$ cat config.mk
export PLATFORM = sky130hd
export DESIGN_NAME = md_hazard_ctrl_flat
export DESIGN_NICKNAME = d
export VERILOG_FILES = /design/src/rtl/md_hazard_ctrl_pkg.sv /design/src/rtl/md_hazard_ctrl_if.sv /design/src/rtl/md_hazard_ctrl_countdown.sv /design/src/rtl/md_hazard_ctrl.sv /design/src/flat_wrapper.sv
export SDC_FILE = /design/constraint.sdc
export NUM_CORES = 1
export LEC_CHECK = 0
export CAP_MARGIN = 25
export CORE_MARGIN = 4
export CORE_UTILIZATION = 40
export DETAILED_ROUTE_END_ITERATION = 16
export GPL_TIMING_DRIVEN = 0
export PLACE_DENSITY = 0.77
export RECOVER_POWER = 100
export SLEW_MARGIN = 40
export SYNTH_ARGS = -nofsm -noshare
export SYNTH_HDL_FRONTEND = slang
export SYNTH_SLANG_ARGS = --single-unit
export TNS_END_PERCENT = 50
$ cat constraint.sdc
create_clock -name clk -period 3.73 [get_ports clk]
set_clock_uncertainty 0.05 [all_clocks]
set_input_delay 0.746 -clock clk [delete_from_list [all_inputs] [get_ports clk]]
set_output_delay 0.746 -clock clk [all_outputs]
set_load 0.005 [all_outputs]
$ cat src/rtl/md_hazard_ctrl_pkg.sv
`default_nettype none
// ============================================================================
//  Module   : md_hazard_ctrl_pkg
//  Purpose  : Shared multiply/divide op encodings, HI/LO read select value
//             and op classification helpers.
//  Revision : 1.0 - initial release
// ============================================================================
package md_hazard_ctrl_pkg;

  typedef enum logic [3:0] {
    MDOP_NONE  = 4'd0,
    MDOP_MULT  = 4'd1,
    MDOP_MULTU = 4'd2,
    MDOP_DIV   = 4'd3,
    MDOP_DIVU  = 4'd4,
    MDOP_MFHI  = 4'd5,
    MDOP_MFLO  = 4'd6,
    MDOP_MTHI  = 4'd7,
    MDOP_MTLO  = 4'd8
  } mdop_e;

  // hilo_sel value that selects HI
  localparam logic MULDIV_HIGH = 1'b1;

  // Ops that occupy the arithmetic unit
  function automatic logic is_arith(input logic [3:0] op);
    return (op == MDOP_MULT) || (op == MDOP_MULTU) ||
           (op == MDOP_DIV)  || (op == MDOP_DIVU);
  endfunction

  // Any multiply/divide-family op, including HI/LO moves
  function automatic logic is_md(input logic [3:0] op);
    return (op != MDOP_NONE);
  endfunction

  // Ops that take the long (divide) latency
  function automatic logic is_div(input logic [3:0] op);
    return (op == MDOP_DIV) || (op == MDOP_DIVU);
  endfunction

endpackage : md_hazard_ctrl_pkg
`default_nettype wire

$ cat src/rtl/md_hazard_ctrl_if.sv
`default_nettype none
// ============================================================================
//  Module   : md_hazard_ctrl_if
//  Purpose  : Pipeline-side bundle of the multiply/divide hazard controller.
//             master = pipeline / arithmetic unit, slave = controller.
//  Revision : 1.0 - initial release
// ============================================================================
interface md_hazard_ctrl_if;
  import md_hazard_ctrl_pkg::*;

  // D/E stage op information and operands
  logic        d_valid;
  logic [3:0]  d_md_op;
  logic        e_valid;
  logic [3:0]  e_md_op;
  logic [31:0] e_rs;
  logic [31:0] arith_hi;
  logic [31:0] arith_lo;
  logic        hilo_sel;

  // Controller responses
  logic        md_start;
  logic        md_busy;
  logic        stall_d;
  logic [31:0] hilo_rdata;
  logic [31:0] hi_q;
  logic [31:0] lo_q;
  logic        err;

  modport master (
    output d_valid, d_md_op, e_valid, e_md_op, e_rs, arith_hi, arith_lo, hilo_sel,
    input  md_start, md_busy, stall_d, hilo_rdata, hi_q, lo_q, err
  );

  modport slave (
    input  d_valid, d_md_op, e_valid, e_md_op, e_rs, arith_hi, arith_lo, hilo_sel,
    output md_start, md_busy, stall_d, hilo_rdata, hi_q, lo_q, err
  );

endinterface : md_hazard_ctrl_if
`default_nettype wire

$ cat src/rtl/md_hazard_ctrl_countdown.sv
`default_nettype none
// ============================================================================
//  Module   : md_countdown
//  Purpose  : Loadable down-counter timing the arithmetic unit latency.
//             Load has priority over decrement; decrement stops at zero.
//  Revision : 1.0 - initial release
// ============================================================================
module md_countdown #(
  parameter int unsigned CNT_W = 4
) (
  input  wire logic             clk,
  input  wire logic             reset,
  input  wire logic             i_load,
  input  wire logic [CNT_W-1:0] i_load_val,
  input  wire logic             i_dec,
  output logic                  o_zero
);

  logic [CNT_W-1:0] r_cnt;

  // Counter register: load on issue, otherwise count down towards zero
  always_ff @(posedge clk) begin
    if (reset) begin
      r_cnt <= '0;
    end else if (i_load) begin
      r_cnt <= i_load_val;
    end else if (i_dec && (r_cnt != '0)) begin
      r_cnt <= r_cnt - 1'b1;
    end
  end

  assign o_zero = (r_cnt == '0);

endmodule : md_countdown
`default_nettype wire

$ cat src/rtl/md_hazard_ctrl.sv
`default_nettype none
// ============================================================================
//  Module   : md_hazard_ctrl
//  Purpose  : Issue/hazard control for the multiply/divide unit. Fires start
//             pulses, times unit latency, holds the result until the latency
//             expires, owns HI/LO and raises the D-stage stall.
//  Revision : 1.0 - initial release
// ============================================================================
module md_hazard_ctrl
  import md_hazard_ctrl_pkg::*;
#(
  parameter int unsigned MUL_LAT = 5,
  parameter int unsigned DIV_LAT = 10,
  // 2**CNT_W must exceed DIV_LAT so the loaded value fits
  parameter int unsigned CNT_W   = 4
) (
  input  wire logic       clk,
  input  wire logic       reset,
  md_hazard_ctrl_if.slave bus
);

  localparam logic [0:0] c_ST_IDLE = 1'b0;
  localparam logic [0:0] c_ST_BUSY = 1'b1;

  localparam logic [CNT_W-1:0] c_MUL_LOAD = CNT_W'(MUL_LAT - 1);
  localparam logic [CNT_W-1:0] c_DIV_LOAD = CNT_W'(DIV_LAT - 1);

  logic [0:0]       r_state;
  logic [0:0]       w_state_nxt;
  logic [31:0]      r_pend_hi;
  logic [31:0]      r_pend_lo;
  logic [31:0]      r_hi;
  logic [31:0]      r_lo;
  logic             r_err;

  logic             w_idle;
  logic             w_busy;
  logic             w_md_start;
  logic             w_commit;
  logic             w_violation;
  logic             w_cnt_zero;
  logic             w_e_md;
  logic [CNT_W-1:0] w_load_val;

  assign w_e_md     = bus.e_valid & is_md(bus.e_md_op);
  assign w_load_val = is_div(bus.e_md_op) ? c_DIV_LOAD : c_MUL_LOAD;

  md_countdown #(
    .CNT_W (CNT_W)
  ) u_countdown (
    .clk        (clk),
    .reset      (reset),
    .i_load     (w_md_start),
    .i_load_val (w_load_val),
    .i_dec      (w_busy),
    .o_zero     (w_cnt_zero)
  );

  // FSM state register
  always_ff @(posedge clk) begin
    if (reset) begin
      r_state <= c_ST_IDLE;
    end else begin
      r_state <= w_state_nxt;
    end
  end

  // FSM next state: leave IDLE on issue, return once the countdown hits zero
  always_comb begin
    w_state_nxt = r_state;
    case (r_state)
      c_ST_IDLE: if (w_md_start) w_state_nxt = c_ST_BUSY;
      c_ST_BUSY: if (w_cnt_zero) w_state_nxt = c_ST_IDLE;
      default:   w_state_nxt = c_ST_IDLE;
    endcase
  end

  // FSM outputs: issue pulse, occupancy, commit strobe and protocol check
  always_comb begin
    w_idle      = (r_state == c_ST_IDLE);
    w_busy      = (r_state == c_ST_BUSY);
    w_md_start  = w_idle & bus.e_valid & is_arith(bus.e_md_op);
    w_commit    = w_busy & w_cnt_zero;
    w_violation = w_busy & w_e_md;
  end

  // Result is captured at issue; the arithmetic inputs may change afterwards
  always_ff @(posedge clk) begin
    if (reset) begin
      r_pend_hi <= '0;
      r_pend_lo <= '0;
    end else if (w_md_start) begin
      r_pend_hi <= bus.arith_hi;
      r_pend_lo <= bus.arith_lo;
    end
  end

  // Architectural HI/LO: latency-expired commit or direct move while idle
  always_ff @(posedge clk) begin
    if (reset) begin
      r_hi <= '0;
      r_lo <= '0;
    end else if (w_commit) begin
      r_hi <= r_pend_hi;
      r_lo <= r_pend_lo;
    end else if (w_idle && bus.e_valid) begin
      if (bus.e_md_op == MDOP_MTHI) r_hi <= bus.e_rs;
      if (bus.e_md_op == MDOP_MTLO) r_lo <= bus.e_rs;
    end
  end

  // Sticky flag for any md op reaching E while the unit is occupied
  always_ff @(posedge clk) begin
    if (reset) begin
      r_err <= 1'b0;
    end else if (w_violation) begin
      r_err <= 1'b1;
    end
  end

  assign bus.md_start   = w_md_start;
  assign bus.md_busy    = w_busy;
  assign bus.stall_d    = bus.d_valid & is_md(bus.d_md_op) & (w_md_start | w_busy);
  assign bus.hilo_rdata = (bus.hilo_sel == MULDIV_HIGH) ? r_hi : r_lo;
  assign bus.hi_q       = r_hi;
  assign bus.lo_q       = r_lo;
  assign bus.err        = r_err;

endmodule : md_hazard_ctrl
`default_nettype wire

$ cat src/flat_wrapper.sv
// flat-port wrapper written by rule: the top's interface ports become plain ports
module md_hazard_ctrl_flat import md_hazard_ctrl_pkg::*;
#(
  parameter int unsigned MUL_LAT = 5,
  parameter int unsigned DIV_LAT = 10,
                                                          
  parameter int unsigned CNT_W   = 4
)
  (clk, reset, bus_d_valid, bus_d_md_op, bus_e_valid, bus_e_md_op, bus_e_rs, bus_arith_hi, bus_arith_lo, bus_hilo_sel, bus_md_start, bus_md_busy, bus_stall_d, bus_hilo_rdata, bus_hi_q, bus_lo_q, bus_err);
  md_hazard_ctrl_if bus_i ();
  input  wire logic clk;
  input  wire logic reset;
  input wire logic [$bits(bus_i.d_valid)-1:0] bus_d_valid;
  input wire logic [$bits(bus_i.d_md_op)-1:0] bus_d_md_op;
  input wire logic [$bits(bus_i.e_valid)-1:0] bus_e_valid;
  input wire logic [$bits(bus_i.e_md_op)-1:0] bus_e_md_op;
  input wire logic [$bits(bus_i.e_rs)-1:0] bus_e_rs;
  input wire logic [$bits(bus_i.arith_hi)-1:0] bus_arith_hi;
  input wire logic [$bits(bus_i.arith_lo)-1:0] bus_arith_lo;
  input wire logic [$bits(bus_i.hilo_sel)-1:0] bus_hilo_sel;
  output wire logic [$bits(bus_i.md_start)-1:0] bus_md_start;
  output wire logic [$bits(bus_i.md_busy)-1:0] bus_md_busy;
  output wire logic [$bits(bus_i.stall_d)-1:0] bus_stall_d;
  output wire logic [$bits(bus_i.hilo_rdata)-1:0] bus_hilo_rdata;
  output wire logic [$bits(bus_i.hi_q)-1:0] bus_hi_q;
  output wire logic [$bits(bus_i.lo_q)-1:0] bus_lo_q;
  output wire logic [$bits(bus_i.err)-1:0] bus_err;
  assign bus_i.d_valid = bus_d_valid;
  assign bus_i.d_md_op = bus_d_md_op;
  assign bus_i.e_valid = bus_e_valid;
  assign bus_i.e_md_op = bus_e_md_op;
  assign bus_i.e_rs = bus_e_rs;
  assign bus_i.arith_hi = bus_arith_hi;
  assign bus_i.arith_lo = bus_arith_lo;
  assign bus_i.hilo_sel = bus_hilo_sel;
  assign bus_md_start = bus_i.md_start;
  assign bus_md_busy = bus_i.md_busy;
  assign bus_stall_d = bus_i.stall_d;
  assign bus_hilo_rdata = bus_i.hilo_rdata;
  assign bus_hi_q = bus_i.hi_q;
  assign bus_lo_q = bus_i.lo_q;
  assign bus_err = bus_i.err;
  md_hazard_ctrl #(.MUL_LAT(MUL_LAT), .DIV_LAT(DIV_LAT), .CNT_W(CNT_W)) u_core (.clk(clk), .reset(reset), .bus(bus_i));
endmodule
==> flow_summary.ini <==
[setup_path]
r2r_cells = 8
crit_slowest_cell = clkdlybuf4s50_1
critPathKind = in -> out
crit_required_ns = 2.93
cp.depth = 7
critPathMaxStageDelay_ns = 0.51
cpLargestDelayFamily = buffers and inverters
arrival_ns = 2.90
path_cells = clkdlybuf4s50_1, or3_4, nand3_1, buf_4, buf_4, a21oi_1, clkdlybuf4s50_1
worstPathMaxFanout = 10
worst_setup_path_start_kind = input port
critPathBufInv = 4
endpoint_kind = output port

[final_layout]
layout-drive-gt1-share_pct = 9.59
nNetsFinal = 1025
synthToLayoutAreaGrowth_pct = 50.2
layout.cells.non_filler = 1108
fillers = 1253
antenna_cells = 0

[floorplan]
core_area_sq_um = 14100
die_h_microns = 129
fp-row-count = 43
dieArea_sq_um = 16600
start_util_pct = 41.4
die_x_microns = 129
ios = 209

[power_and_ir_drop]
finalPower_w = 0.00390
pwr-share-seq_pct = 39.8
swShare_pct = 23.5
power_leakage_nw = 3.37
p_comb_share_pct = 13.3
ir_drop_v = 0.000305
clockPowerShare_pct = 46.8
p_sw_w = 0.000919
p_int_w = 0.00299
power_density_nw_per_um2 = 445

[clock_tree]
clk_latency_ns = 0.43
clkSinkCount = 134
cts_made_buffers = 17
ctsHoldBuffers = 0
cts-root-buf = clkbuf_16
cts_tree = yes
cts_buffer_depth = 2
post_cts_buffers = 0
cts_max_level = 4
clk_pin_slew_worst_paths_ns = 0.06

[timing]
slew_viol_final = 0
fin_crit_ns = 3.70
period_share_pct = 99.1
timing.fmax_mhz = 270
rsz0062_at_grt = true
max_slew_margin_pct = 50.9
final_hold_viol_count = 0
setup_viol = 0
tns_ns = 0
hold_ws_ns = 0.396
tightestPinTransition_ns = 0.736

[routing]
vias = 5841
drc_errors = 0
drt_iter0_drc = 446
wire_per_inst_microns = 17.8
drt-vias-per-instance = 5.27
postRouteAntennaNets = 0
wirelength_microns = 19700
dr.pass1.iters = 5

[synth]
synthCells = 690
yosysTopAreaCell = dfxtp_1
synth_edf_count = 0
synth_cell_type_count = 33
synth_top_family_by_area = compound AO/OA/AOI/OAI gates
syn_avg_cell_area_sq_um = 8.46
synth-seq-cells = 134
yosys-top-cells-count = 163 x nand2_1, 134 x dfxtp_1, 71 x nor2_1, 66 x a21oi_1, 36 x o21ai_0
synth-compound-area-share_pct = 18.8
synth-simple-area-share_pct = 17.2
synth_seq_area_share_pct = 46.0
muxShareOfSynthArea_pct = 12.0
netlist_area_sq_um = 5840
synthTopCellsByArea = dfxtp_1 46%, nand2_1 10%, mux2_2 6.6%
synthArstFlopShare_pct = 0
synth_warnings = 0
postSynthNetCount = 800
synth_xor_area_share_pct = 0
synth-adder-area-share_pct = 0.214
post-synth-top-count-cell = nand2_1
synth_top_flop_cell = dfxtp_1
yosysTopAreaCellShare_pct = 46.0

[placement]
portBuffers = 206
dp.cells = 1076
dp_hpwl_microns = 14300
gp_congestion = 0.792

[global_routing]
grt_pass1_vias = 5776
grt_overflow = 0
grt_usage_pct = 23.5
antenna_found_initial = 0
grt_pass1_wl_microns = 30200
grt_max_degree = 17

[run_status]
outcome = completed

[run]
cap_violations = 0

[hold_path]
hp-class = reg -> reg
hold_depth = 2
-- logic make-up (layout without fill, tap and decap cells) --
kind of cell               count (synthesis)  after routing
DFF                                      134            134
buffers and inverters                     66            304
adders and majority gates                  1              1
muxes                                     66             66
AOI/OAI and AO/OA                        173            173
and+or+nand+nor                          250            250
-- placed cells by master, fill, tap and decap left out, types with 4 or more instances in the layout --
master and instances:
a311oi_1 32, a211oi_1 33, inv_1 5, clkbuf_16 17
buf_4 6, nor2_1 71, clkdlybuf4s50_1 140, clkbuf_8 4
mux2_2 34, dlygate4sd3_1 66, buf_2 11, a21oi_1 66
o21ai_0 36, dfxtp_1 134, clkbuf_1 38, mux2i_1 32
bufinv_16 4, nand2_1 163
-- flip-flops by register name, summed over array words and instances (netlist names) --
| signal | cells |
|---|---|
| u_core.u_countdown.r_cnt | 4 |
| u_core.r_pend_hi | 32 |
| u_core.bus.err | 1 |
| u_core.bus.md_busy | 1 |
| u_core.bus.lo_q | 32 |
| u_core.r_pend_lo | 32 |
| u_core.bus.hi_q | 32 |
-- final cells by class --
| class | instances | area (sq um) | area share (%) |
|---|---|---|---|
| Tap cell | 180 | 225 | 2.57 |
| Sequential cell | 134 | 2680 | 30.6 |
| Multi-Input combinational cell | 490 | 2810 | 32.1 |
| Inverter | 5 | 18.8 | 0.214 |
| Clock buffer | 21 | 480 | 5.48 |
| Buffer | 61 | 314 | 3.58 |
| Clock inverter | 11 | 171 | 1.96 |
| Timing Repair Buffer | 206 | 2060 | 23.5 |
-- routing by layer --
layer  wire length (microns)  vias up  global-route usage [%]
met5                       0        -                       0
met4                     376        0                    8.21
met3                    1370       31                    6.48
li1                        -     2849                       -
met1                    8440     2738                    29.8
met2                    9520      223                    38.3
-- stage by stage --
stage / util [%] / cell area (sq um) / setup WS [ns]
CTS: 62.3 / 8780 / 0.0459
detailed placement: 57.6 / 8120 / -0.0145
finish: 62.2 / 8770 / 0.0322
global route: 62.2 / 8770 / -0.0262
global placement: 57.6 / 8120 / -0.0298
floorplan: - / 5840 / 1.23
-- power by group through the flow --
stage	registers (W)	clock network (W)	logic, W
final	0.00155	0.00183	0.000521
after global routing	0.00156	0.00191	0.000567
after CTS	0.00156	0.00184	0.000540
after detailed placement	0.00158	0	0.000533
after global placement	0.00158	0	0.000527
after floorplan	0.00157	0	0.000216
-- worst paths after layout --
path | startpoint | to | slack [ns]
hold reg to reg | u_core.bus.err | u_core.bus.err | 0.40
setup reg to reg | u_core.u_countdown.r_cnt[0] | u_core.bus.lo_q[12] | 1.28
hold / removal | u_core.bus.err | u_core.bus.err | 0.40
setup / recovery | bus_e_md_op[0] | bus_stall_d | 0.03
-- worst register-to-register path, delay by kind of cell, from the launching register on --
kind                     cells  cell delay (ns)
AND/OR/NAND/NOR              3             0.36
AO/OA/AOI/OAI                1             0.27
buffers and inverters        3             1.10
flip-flops                   1             0.35
adder cells (fa/ha/maj)      1             0.23
-- repair_timing --
| item | 4_1_cts | 5_1_grt |
|---|---|---|
| pin swaps | 0 | 0 |
| setup endpoints to repair | 1 | 2 |
| gates resized for setup | 1 | 0 |
Note: power is estimated with default switching activity, not from simulation.
